[src/rtl/bit_serial_sub_pkg.sv]
// Shared types for the bit-serial subtractor: FSM encoding and counter sizing.
package bit_serial_sub_pkg;

  typedef enum logic [1:0] {
    ST_IDLE  = 2'd0,
    ST_SHIFT = 2'd1,
    ST_DONE  = 2'd2
  } state_t;

  function automatic int cnt_width(input int w);
    return (w < 2) ? 1 : $clog2(w);
  endfunction

endpackage

[src/rtl/bit_serial_sub_full_sub_cell.sv]
// One-bit full subtractor: diff = x - y - bin, bout = borrow out.
module full_sub_cell (
  input  logic x,
  input  logic y,
  input  logic bin,
  output logic diff,
  output logic bout
);

  assign diff = x ^ y ^ bin;
  assign bout = (~x & y) | (~(x ^ y) & bin);

endmodule

[src/rtl/bit_serial_sub.sv]
// LSB-first serial subtractor d = a - b, one bit per clock, start/busy/done.
// Define SUB_OVF_EN to add the registered signed-overflow output ovf.
module bit_serial_sub
  import bit_serial_sub_pkg::*;
#(
  parameter int WIDTH = 4
) (
  input  logic             clk,
  input  logic             rst_n,
  input  logic             start,
  input  logic [WIDTH-1:0] a,
  input  logic [WIDTH-1:0] b,
  output logic             busy,
  output logic             done,
  output logic [WIDTH-1:0] d,
  output logic             borrow
`ifdef SUB_OVF_EN
  ,
  output logic             ovf
`endif
);

  localparam int CW = cnt_width(WIDTH);

  state_t           state;
  state_t           state_nxt;
  logic [CW-1:0]    cnt;
  logic [WIDTH-1:0] a_sr;
  logic [WIDTH-1:0] b_sr;
  logic [WIDTH-1:0] res;
  logic             br;
  logic             dbit;
  logic             bout;
  logic             load;
  logic             step;
  logic             last;

  assign load = start && (state != ST_SHIFT);
  assign step = (state == ST_SHIFT);
  assign last = (cnt == CW'(WIDTH - 1));
  assign busy = (state == ST_SHIFT);
  assign done = (state == ST_DONE);

  full_sub_cell u_cell (
    .x    (a_sr[0]),
    .y    (b_sr[0]),
    .bin  (br),
    .diff (dbit),
    .bout (bout)
  );

  always_comb begin
    state_nxt = state;
    case (state)
      ST_IDLE:  if (start) state_nxt = ST_SHIFT;
      ST_SHIFT: if (last) state_nxt = ST_DONE;
      ST_DONE:  state_nxt = start ? ST_SHIFT : ST_IDLE;
      default:  state_nxt = ST_IDLE;
    endcase
  end

  always_ff @(posedge clk or negedge rst_n) begin
    if (!rst_n) state <= ST_IDLE;
    else        state <= state_nxt;
  end

  // Difference bits enter at the MSB so bit 0 ends up in d[0].
  always_ff @(posedge clk or negedge rst_n) begin
    if (!rst_n) begin
      a_sr   <= '0;
      b_sr   <= '0;
      res    <= '0;
      br     <= 1'b0;
      cnt    <= '0;
      d      <= '0;
      borrow <= 1'b0;
    end else if (load) begin
      a_sr <= a;
      b_sr <= b;
      res  <= '0;
      br   <= 1'b0;
      cnt  <= '0;
    end else if (step) begin
      a_sr <= a_sr >> 1;
      b_sr <= b_sr >> 1;
      res  <= {dbit, res[WIDTH-1:1]};
      br   <= bout;
      cnt  <= cnt + 1'b1;
      if (last) begin
        d      <= {dbit, res[WIDTH-1:1]};
        borrow <= bout;
      end
    end
  end

`ifdef SUB_OVF_EN
  logic a_msb;
  logic b_msb;

  // Last dbit is the result MSB, so overflow is ready on the final step.
  always_ff @(posedge clk or negedge rst_n) begin
    if (!rst_n) begin
      a_msb <= 1'b0;
      b_msb <= 1'b0;
      ovf   <= 1'b0;
    end else if (load) begin
      a_msb <= a[WIDTH-1];
      b_msb <= b[WIDTH-1];
    end else if (step && last) begin
      ovf <= (a_msb ^ b_msb) & (a_msb ^ dbit);
    end
  end
`endif

endmodule
[config.mk]
export PLATFORM = sky130hd
export DESIGN_NAME = bit_serial_sub
export DESIGN_NICKNAME = d
export VERILOG_FILES = /design/src/rtl/bit_serial_sub_pkg.sv /design/src/rtl/bit_serial_sub_full_sub_cell.sv /design/src/rtl/bit_serial_sub.sv
export SDC_FILE = /design/constraint.sdc
export NUM_CORES = 1
export LEC_CHECK = 0
export ABC_AREA = 1
export ABC_CLOCK_PERIOD_IN_PS = 1600
export BUFFER_PORTS_ARGS = -buffer_cell sky130_fd_sc_hd__buf_2
export CAP_MARGIN = 20
export CORE_MARGIN = 10
export CORE_UTILIZATION = 40
export DETAILED_ROUTE_END_ITERATION = 8
export SLEW_MARGIN = 20
export SYNTH_ARGS = -nofsm -noshare
export SYNTH_HDL_FRONTEND = slang
export SYNTH_SLANG_ARGS = --single-unit
[constraint.sdc]
create_clock -name clk -period 1.6 [get_ports clk]
set_clock_uncertainty 0.2 [all_clocks]
set_input_delay 0.08 -clock clk [delete_from_list [all_inputs] [get_ports clk]]
set_output_delay 0.08 -clock clk [all_outputs]
set_load 0.02 [all_outputs]
== Word level (Yosys, flattened, before mapping) ==
Index checks and enable logic that the tools add are counted.
Storage, ports and cells
  register bits after elaboration: 22
  input bits: 11
  output and inout port bits: 7
  logic and storage cells: 42
Operators by class
  add/sub/neg operators: 1
  equal/unequal tests: 6
  multiplexer cells: 14
  bitwise logic cells: 8
  reduce and logical (&&, ||, !) cells: 5
Operators by type and width (number)
  $mux W4: 6
  $mux W2: 4
  $pmux W2 S3: 1
  $eq A2 B2 Y1 const B: 2
  $ne A2 B1 Y1 const B: 2
  $mux W1: 3
  $not A1 Y1: 3
  $reduce_and A3 Y1: 1
  $add A2 B1 Y2 const B: 1
  $and A1 B1 Y1: 2
  $eq A2 B1 Y1 const B: 1
  $logic_not A2 Y1: 1
  $ne A2 B2 Y1 const B: 1
  $reduce_and A2 Y1: 1
  $reduce_bool A2 Y1: 1
  $xor A1 B1 Y1: 2
  $logic_and A1 B1 Y1: 1
  $or A1 B1 Y1: 1

== Depth between registers and ports, before layout ==
Gate-level depths: netlist of run 1.
  depth in word-level cells: 6
  gate-level depth with buffers: 5
  gate-level depth less buffers: 5

== Modules after synthesis ==
Synthesis of run 1 repeated with hierarchy kept, for this count alone.
Unflattened totals
  cells, all modules: 103
  area, all modules: 952.2 um^2
By module, submodules not included
  bit_serial_sub: times used 1, cells each 99, area an instance 920.9 um^2, seq. area each 525.5 um^2
  full_sub_cell: times used 1, cells each 4, area an instance 31.3 um^2, seq. area each 0.0 um^2

== Least setup slack after synthesis of run 1 ==
No wires, ideal clock.
  kind: reg2reg
  start: register b_sr[0]
  end: register res[3]
  data arrival time: 0.965 ns
  slack: 0.318 ns
  cell stages (with the launch flop): 5
  clock period less this slack: 1.282 ns
  cell sequence: dfrtp_1 -> inv_1 -> fa_1 -> nand2_1 -> nand2_1
Between the ends
  longest elaborated chain between the ends: 4
Ends and longest elaborated chain
  start: declaration: line bit_serial_sub.sv:29  | logic [WIDTH-1:0] b_sr;
  start signal: assignment: line bit_serial_sub.sv:85  | b_sr <= b_sr >> 1;
  $xor A1 B1 Y1 (2 in series): line bit_serial_sub_full_sub_cell.sv:10  | assign diff = x ^ y ^ bin;
  via dbit: line bit_serial_sub.sv:32  | logic dbit;
  $mux W4: line bit_serial_sub.sv:83  | end else if (step) begin
  $mux W4: line bit_serial_sub.sv:77  | end else if (load) begin
  end signal: assignment: line bit_serial_sub.sv:86  | res <= {dbit, res[WIDTH-1:1]};
  end: declaration: line bit_serial_sub.sv:30  | logic [WIDTH-1:0] res;
The timed path passes the listed nets, and every way through them passes these cells. The select of a mux whose other input is x is not followed.
A chain may end at the register's enable or synchronous reset.

== Final worst setup path of run 1 ==
  start: register state[0]
  end: output busy
Between the ends
  longest elaborated chain between the ends: 1
Ends and longest elaborated chain
  start: declaration: line bit_serial_sub.sv:25  | state_t state;
  start signal: assignment: line bit_serial_sub.sv:64  | else state <= state_nxt;
  $eq A2 B1 Y1: line bit_serial_sub.sv:41  | assign busy = (state == ST_SHIFT);
  end: declaration: line bit_serial_sub.sv:13  | output logic busy,
No other way between the ends.

==> impl_metrics.py, run 1 <==
metrics = {
    "global_routing": {
        "grt_overflow": 0,
        "top_usage_layer": "met2",
        "use_met3_pct": 3.38,
        "groute.usage.overall_pct": 8.92,
        "antenna_found_initial": 0,
        "grt_max_degree": 27,
        "first_global_vias": 754,
        "grt_pass1_wl_um": 3290,
        "grtUsageMet1_pct": 10.7,
        "use_met2_pct": 14.1,
    },
    "cts": {
        "clkTransAtPathRegs_ns": 0.12,
        "cts_tree": "built",
        "clk_latency_ns": 0.30,
        "root_buffer": "clkbuf_4",
        "cts_resized": 0,
        "cts_buffers": 3,
        "cts.sinks": 21,
        "clockBufferDepth": 2,
        "htree_levels": 1,
    },
    "floorplanning": {
        "rows": 17,
        "start_util_pct": 42.4,
        "die_h_um": 68.7,
        "core_sq_mm": 0.00223,
        "die_area_sq_mm": 0.00471,
        "ios": 18,
        "fp.dieW_um": 68.7,
    },
    "worst_setup_path": {
        "worstSetupStartpointType": "register",
        "critPathRequiredTime_ns": 1.32,
        "regToRegStartpoint": "state[0]$_DFFE_PN0P_",
        "crit_fanout": 9,
        "end_kind": "primary output",
        "critPathKind": "register to primary output",
        "cp-startpoint": "state[0]$_DFFE_PN0P_",
        "arrival_ns": 1.24,
    },
    "timing": {
        "fin_ws_ns": 0.0849,
        "fmax_ghz": 0.660,
        "layout_min_cycle_time_ns": 1.52,
        "holdWs_ns": 0.0585,
        "maxSlewViolCount": 0,
        "max_slew_margin_pct": 68.5,
        "finalHoldViolations": 0,
        "grt_setup_unrepaired": "no",
        "worst_pin_slew_ns": 0.472,
        "setup_tns_ns": 0,
        "post-route-period-util_pct": 94.7,
        "finalSetupViolCount": 0,
    },
    "detailed_routing": {
        "ant_nets": 0,
        "vias_per_cell": 4.75,
        "wl_per_cell_um": 12.1,
        "drt_wl_total_um": 1920,
        "drc": 0,
        "dr.pass1.iters": 4,
        "vias": 756,
        "drt_iter0_markers": 27,
    },
    "power": {
        "p_per_area_mw_per_mm2": 1750,
        "p_leak_nw": 0.610,
        "power_mw": 2.04,
        "max-vdd-ir-drop_mv": 0.788,
    },
    "synth": {
        "synth-seq-cells": 21,
        "syn-num-nets": 115,
        "yosysUniqueCellTypes": 14,
        "yosysWarnings": 0,
        "synth-edff-count": 0,
        "synth_top_flop_cell": "dfrtp_1",
        "ys_seq_area_share_pct": 55.5,
        "ys_top_cells_by_count": "nand2_1, nand3_1, dfrtp_1, inv_1",
        "post-synth-top-count-cell": "nand2_1",
        "synthTopCellsByArea": "dfrtp_1, nand3_1, nand2_1",
        "netlist_area_sq_um": 947,
        "yosys.area.top_type_share_pct": 55.5,
        "async_reset_ff_share_pct": 100,
        "avgSynthCellArea_sq_um": 9.29,
        "synth_top_area_cell": "dfrtp_1",
        "synth_cells": 102,
    },
    "placed_design": {
        "hpwlAfterDp_um": 1280,
        "place_congestion": 0.744,
        "portBuffers": 17,
        "dpl_cell_area_sq_mm": 0.00102,
        "post-place-cells": 142,
        "pre_cts_slack_ns": 0.217,
    },
    "finish": {
        "layoutNonFillerInstCount": 159,
        "syn2layout_area_growth_pct": 23.2,
        "utilization_pct": 52.3,
        "nNetsFinal": 145,
        "drive_gt1_share_pct": 22.1,
        "finalInstanceArea_sq_mm": 0.00117,
        "num_antenna_cells": 0,
    },
    "job": {
        "cap_viol_max_count": 0,
    },
    "worst_hold_path": {
        "hold_class": "input port to async pin",
    },
    "outcome": {
        "status": "completed",
    },
}
-- critical path: stages, from the launching register on --
cell and delay [ns]:
dfrtp_1 0.45, inv_2 0.06, nor2_4 0.21, buf_2 0.21
-- what timing repair did --
action / 4_1_cts / 5_1_grt
buffers inserted: 0 / 3
hold endpoints to repair: 29 / 0
endpoints found under the setup margin: 0 / 1
hold buffers: 10 / 0
-- where the power goes --
part           switching, mW  leakage [nW]  internal [mW]  total, mW
combinational          0.543         0.325          0.349      0.892
clock                  0.152        0.0150         0.0969      0.249
sequential             0.146         0.270          0.751      0.897
-- worst paths after layout --
check	end	cells after the start	slack, ns
hold reg to reg	borrow$_DFFE_PN0P_	2	0.29
setup reg to reg	d[0]$_DFFE_PN0P_	6	0.16
max in group asynchronous	b_sr[0]$_DFFE_PN0P_	2	0.82
hold / removal	d[1]$_DFFE_PN0P_	2	0.06
setup / recovery	busy	3	0.08
min in group clk	borrow$_DFFE_PN0P_	2	0.29
-- registers in the layout, indices dropped and copies added (netlist names) --
register,count
d,4
a_sr,4
borrow,1
br,1
state,2
cnt,2
b_sr,4
res,3
-- cells in the final DEF (no fill, tap or decap) --
| master | synthesis | final |
|---|---|---|
| dlygate4sd3_1 | 0 | 10 |
| buf_4 | 2 | 3 |
| nand3_1 | 28 | 28 |
| fa_1 | 1 | 1 |
| nand2_4 | 1 | 1 |
| clkbuf_4 | 0 | 3 |
| inv_1 | 4 | 4 |
| ha_1 | 1 | 1 |
| dfrtp_1 | 21 | 21 |
| inv_2 | 3 | 3 |
| o21ai_1 | 2 | 2 |
| nor2_1 | 1 | 1 |
| nand2_1 | 32 | 32 |
| clkbuf_1 | 0 | 1 |
| nor2_4 | 2 | 2 |
| o22ai_1 | 1 | 1 |
| buf_2 | 0 | 17 |
-- logic make-up after synthesis --
family	share of synthesized area [%]
AOI/OAI and AO/OA	1.72
adders and majority gates	3.43
buffers and inverters	7.92
DFF	55.5
and+or+nand+nor	31.4
-- cell type report --
type                    count  area, sq um
clock buffers               4         26.3
flip-flops and latches     21          526
well taps                  28         35.0
inverters                   7         26.3
repair buffers             30          208
fillers                   225         1070
multi-input cells          69          347
-- metal layers --
layer / part of all wire, % / vias up / routed length, um
met4: 0.47 / 0 / 9
li1: - / 389 / -
met5: 0 / - / 0
met1: 47 / 350 / 911
met2: 45 / 15 / 860
met3: 7.2 / 2 / 139
Note: power is estimated with default switching activity, not from simulation.
==> run 2, diff against run 1 <==
- CELL_PAD_IN_SITES_DETAIL_PLACEMENT: default -> 0
- CELL_PAD_IN_SITES_GLOBAL_PLACEMENT: default -> 1
- PLACE_DENSITY_LB_ADDON: default -> 0.1
==> run 2 against run 1 <==
  * Core utilization grew 0.39 points
  * Maximum frequency grew 2.5%
  * Die area is the same
  * Wire length grew 4.1%
  * Combinational power grew 2.7%
  * Global-route usage grew 0.75 points
  * Highest routed layer unchanged
  * Non-clock buffer count grew 1
  * Register-to-register slack gained 0.10 ns
==> impl_metrics.py, run 2 (synthesis results as in run 1) <==
metrics = {
    "outcome": {
        "status": "completed",
    },
    "worst_setup_path": {
        "critPathKind": "register to primary output",
        "cp.depth": 4,
        "critPathMaxStageDelay_ns": 0.39,
        "worstSetupStartpointType": "register",
        "crit_fanout": 6,
        "crit_path_top_delay_cell": "dfrtp_2",
        "end_kind": "primary output",
        "crit_buf_inv": 3,
        "cp_top_family": "flip-flops",
        "critPathRequiredTime_ns": 1.32,
        "rr_worst_depth": 4,
        "arrival_ns": 1.20,
        "path_cells": "inv_2 > nor2_4 > buf_4 > buf_2",
    },
    "timing": {
        "post-route-period-util_pct": 92.4,
        "holdWs_ns": 0.0501,
        "finalHoldViolations": 0,
        "max_slew_margin_pct": 68.3,
        "grt_setup_unrepaired": "no",
        "fmax_ghz": 0.676,
        "finalSetupViolCount": 0,
        "worst_pin_slew_ns": 0.475,
        "setup_tns_ns": 0,
        "layout_min_cycle_time_ns": 1.48,
        "maxSlewViolCount": 0,
    },
    "power": {
        "pwr-share-comb_pct": 44.6,
        "max-vdd-ir-drop_mv": 0.938,
        "p_switching_mw": 0.841,
        "sw_frac_of_total_pct": 40.9,
        "p_per_area_mw_per_mm2": 1750,
        "power_mw": 2.05,
        "p_int_mw": 1.21,
        "pwr-share-seq_pct": 42.9,
        "p_clk_share_pct": 12.5,
        "p_leak_nw": 0.614,
    },
    "floorplanning": {
        "start_util_pct": 42.4,
        "core_sq_mm": 0.00223,
        "fp.dieW_um": 68.7,
        "rows": 17,
        "die_area_sq_mm": 0.00471,
        "die_h_um": 68.7,
        "ios": 18,
    },
    "cts": {
        "clkTransAtPathRegs_ns": 0.12,
        "htree_levels": 1,
        "clockBufferDepth": 2,
        "root_buffer": "clkbuf_4",
        "cts_buffers": 3,
        "cts.sinks": 21,
        "cts_tree": "built",
        "clk_latency_ns": 0.30,
    },
    "detailed_routing": {
        "dr.pass1.iters": 4,
        "ant_nets": 0,
        "drt_wl_total_um": 2000,
        "vias": 766,
        "wl_per_cell_um": 12.5,
        "drc": 0,
        "drt_iter0_markers": 23,
        "vias_per_cell": 4.79,
    },
    "job": {
        "cap_viol_max_count": 0,
    },
    "global_routing": {
        "antenna_found_initial": 0,
        "groute.usage.overall_pct": 9.67,
        "grt_pass1_wl_um": 3530,
        "grt_overflow": 0,
        "grt_max_degree": 27,
        "first_global_vias": 770,
    },
    "finish": {
        "final_common_cell": "nand2_1",
        "nNetsFinal": 146,
        "layoutNonFillerInstCount": 160,
        "fill_cells": 231,
        "syn2layout_area_growth_pct": 24.2,
        "reg_top3": "a_sr (4), b_sr (4), d (4)",
        "num_antenna_cells": 0,
        "utilization_pct": 52.7,
        "drive_gt1_share_pct": 23.5,
        "final_cell_mix": "nand2_1, nand3_1, dfrtp_1",
    },
    "placed_design": {
        "portBuffers": 17,
        "post-place-cells": 143,
        "hpwlAfterDp_um": 1330,
        "place_congestion": 0.691,
    },
    "worst_hold_path": {
        "hold_class": "input port to async pin",
    },
}
## run 2: metrics by stage
stage / setup WS [ns] / instance area (sq um)
2_1_floorplan: 0.318 / 947
3_3_place_gp: 0.283 / 1030
3_5_place_dp: 0.274 / 1030
4_1_cts: 0.00872 / 1160
5_1_grt: 0.0404 / 1180
6_report: 0.122 / 1180
## run 2: final cells by class
class,count,area (sq um),share of cell area [%]
flip-flops and latches,21,527,44.8
multi-input cells,69,347,29.5
repair buffers,31,215,18.3
well taps,28,35.0,2.98
clock buffers,4,26.3,2.23
inverters,7,26.3,2.23
## run 2: metal layers
metal	GRT usage, %	share of wire [%]	vias to the layer above
li1	-	-	392
met1	12.0	47	359
met2	15.1	46	13
met3	2.74	6.2	2
met4	4.52	0.85	0
met5	0	0	-
## run 2: path summary, 6_finish.rpt
check	start	slack (ns)	end
hold reg to reg	borrow$_DFFE_PN0P_	0.28	borrow$_DFFE_PN0P_
min in group clk	borrow$_DFFE_PN0P_	0.28	borrow$_DFFE_PN0P_
hold / removal	rst_n	0.05	d[2]$_DFFE_PN0P_
max in group asynchronous	rst_n	0.80	state[0]$_DFFE_PN0P_
setup / recovery	state[0]$_DFFE_PN0P_	0.12	busy
setup reg to reg	b_sr[0]$_DFFE_PN0P_	0.26	res[3]$_DFFE_PN0P_
## run 2: worst reg2reg max path: cells and delay by family (launching register included)
family	cells	cell delay [ns]
adders and majority gates	1	0.55
DFF	1	0.37
and+or+nand+nor	2	0.11
buffers and inverters	1	0.06
## run 2: repair_timing
| item | 4_1_cts | 5_1_grt |
|---|---|---|
| endpoints found under the hold margin | 29 | 0 |
| gates resized for setup | 1 | 0 |
| pin swaps | 0 | 1 |
| endpoints found under the setup margin | 1 | 1 |
| buffers inserted | 1 | 2 |
| hold buffers | 10 | 0 |
## run 2: power by group through the flow
stage / clock network, mW / registers (mW) / logic, mW
after floorplan: 0 / 0.945 / 0.639
after global placement: 0 / 0.891 / 0.828
after detailed placement: 0 / 0.902 / 0.835
after CTS: 0.275 / 0.880 / 0.892
after global routing: 0.288 / 0.911 / 1.06
final: 0.257 / 0.880 / 0.916
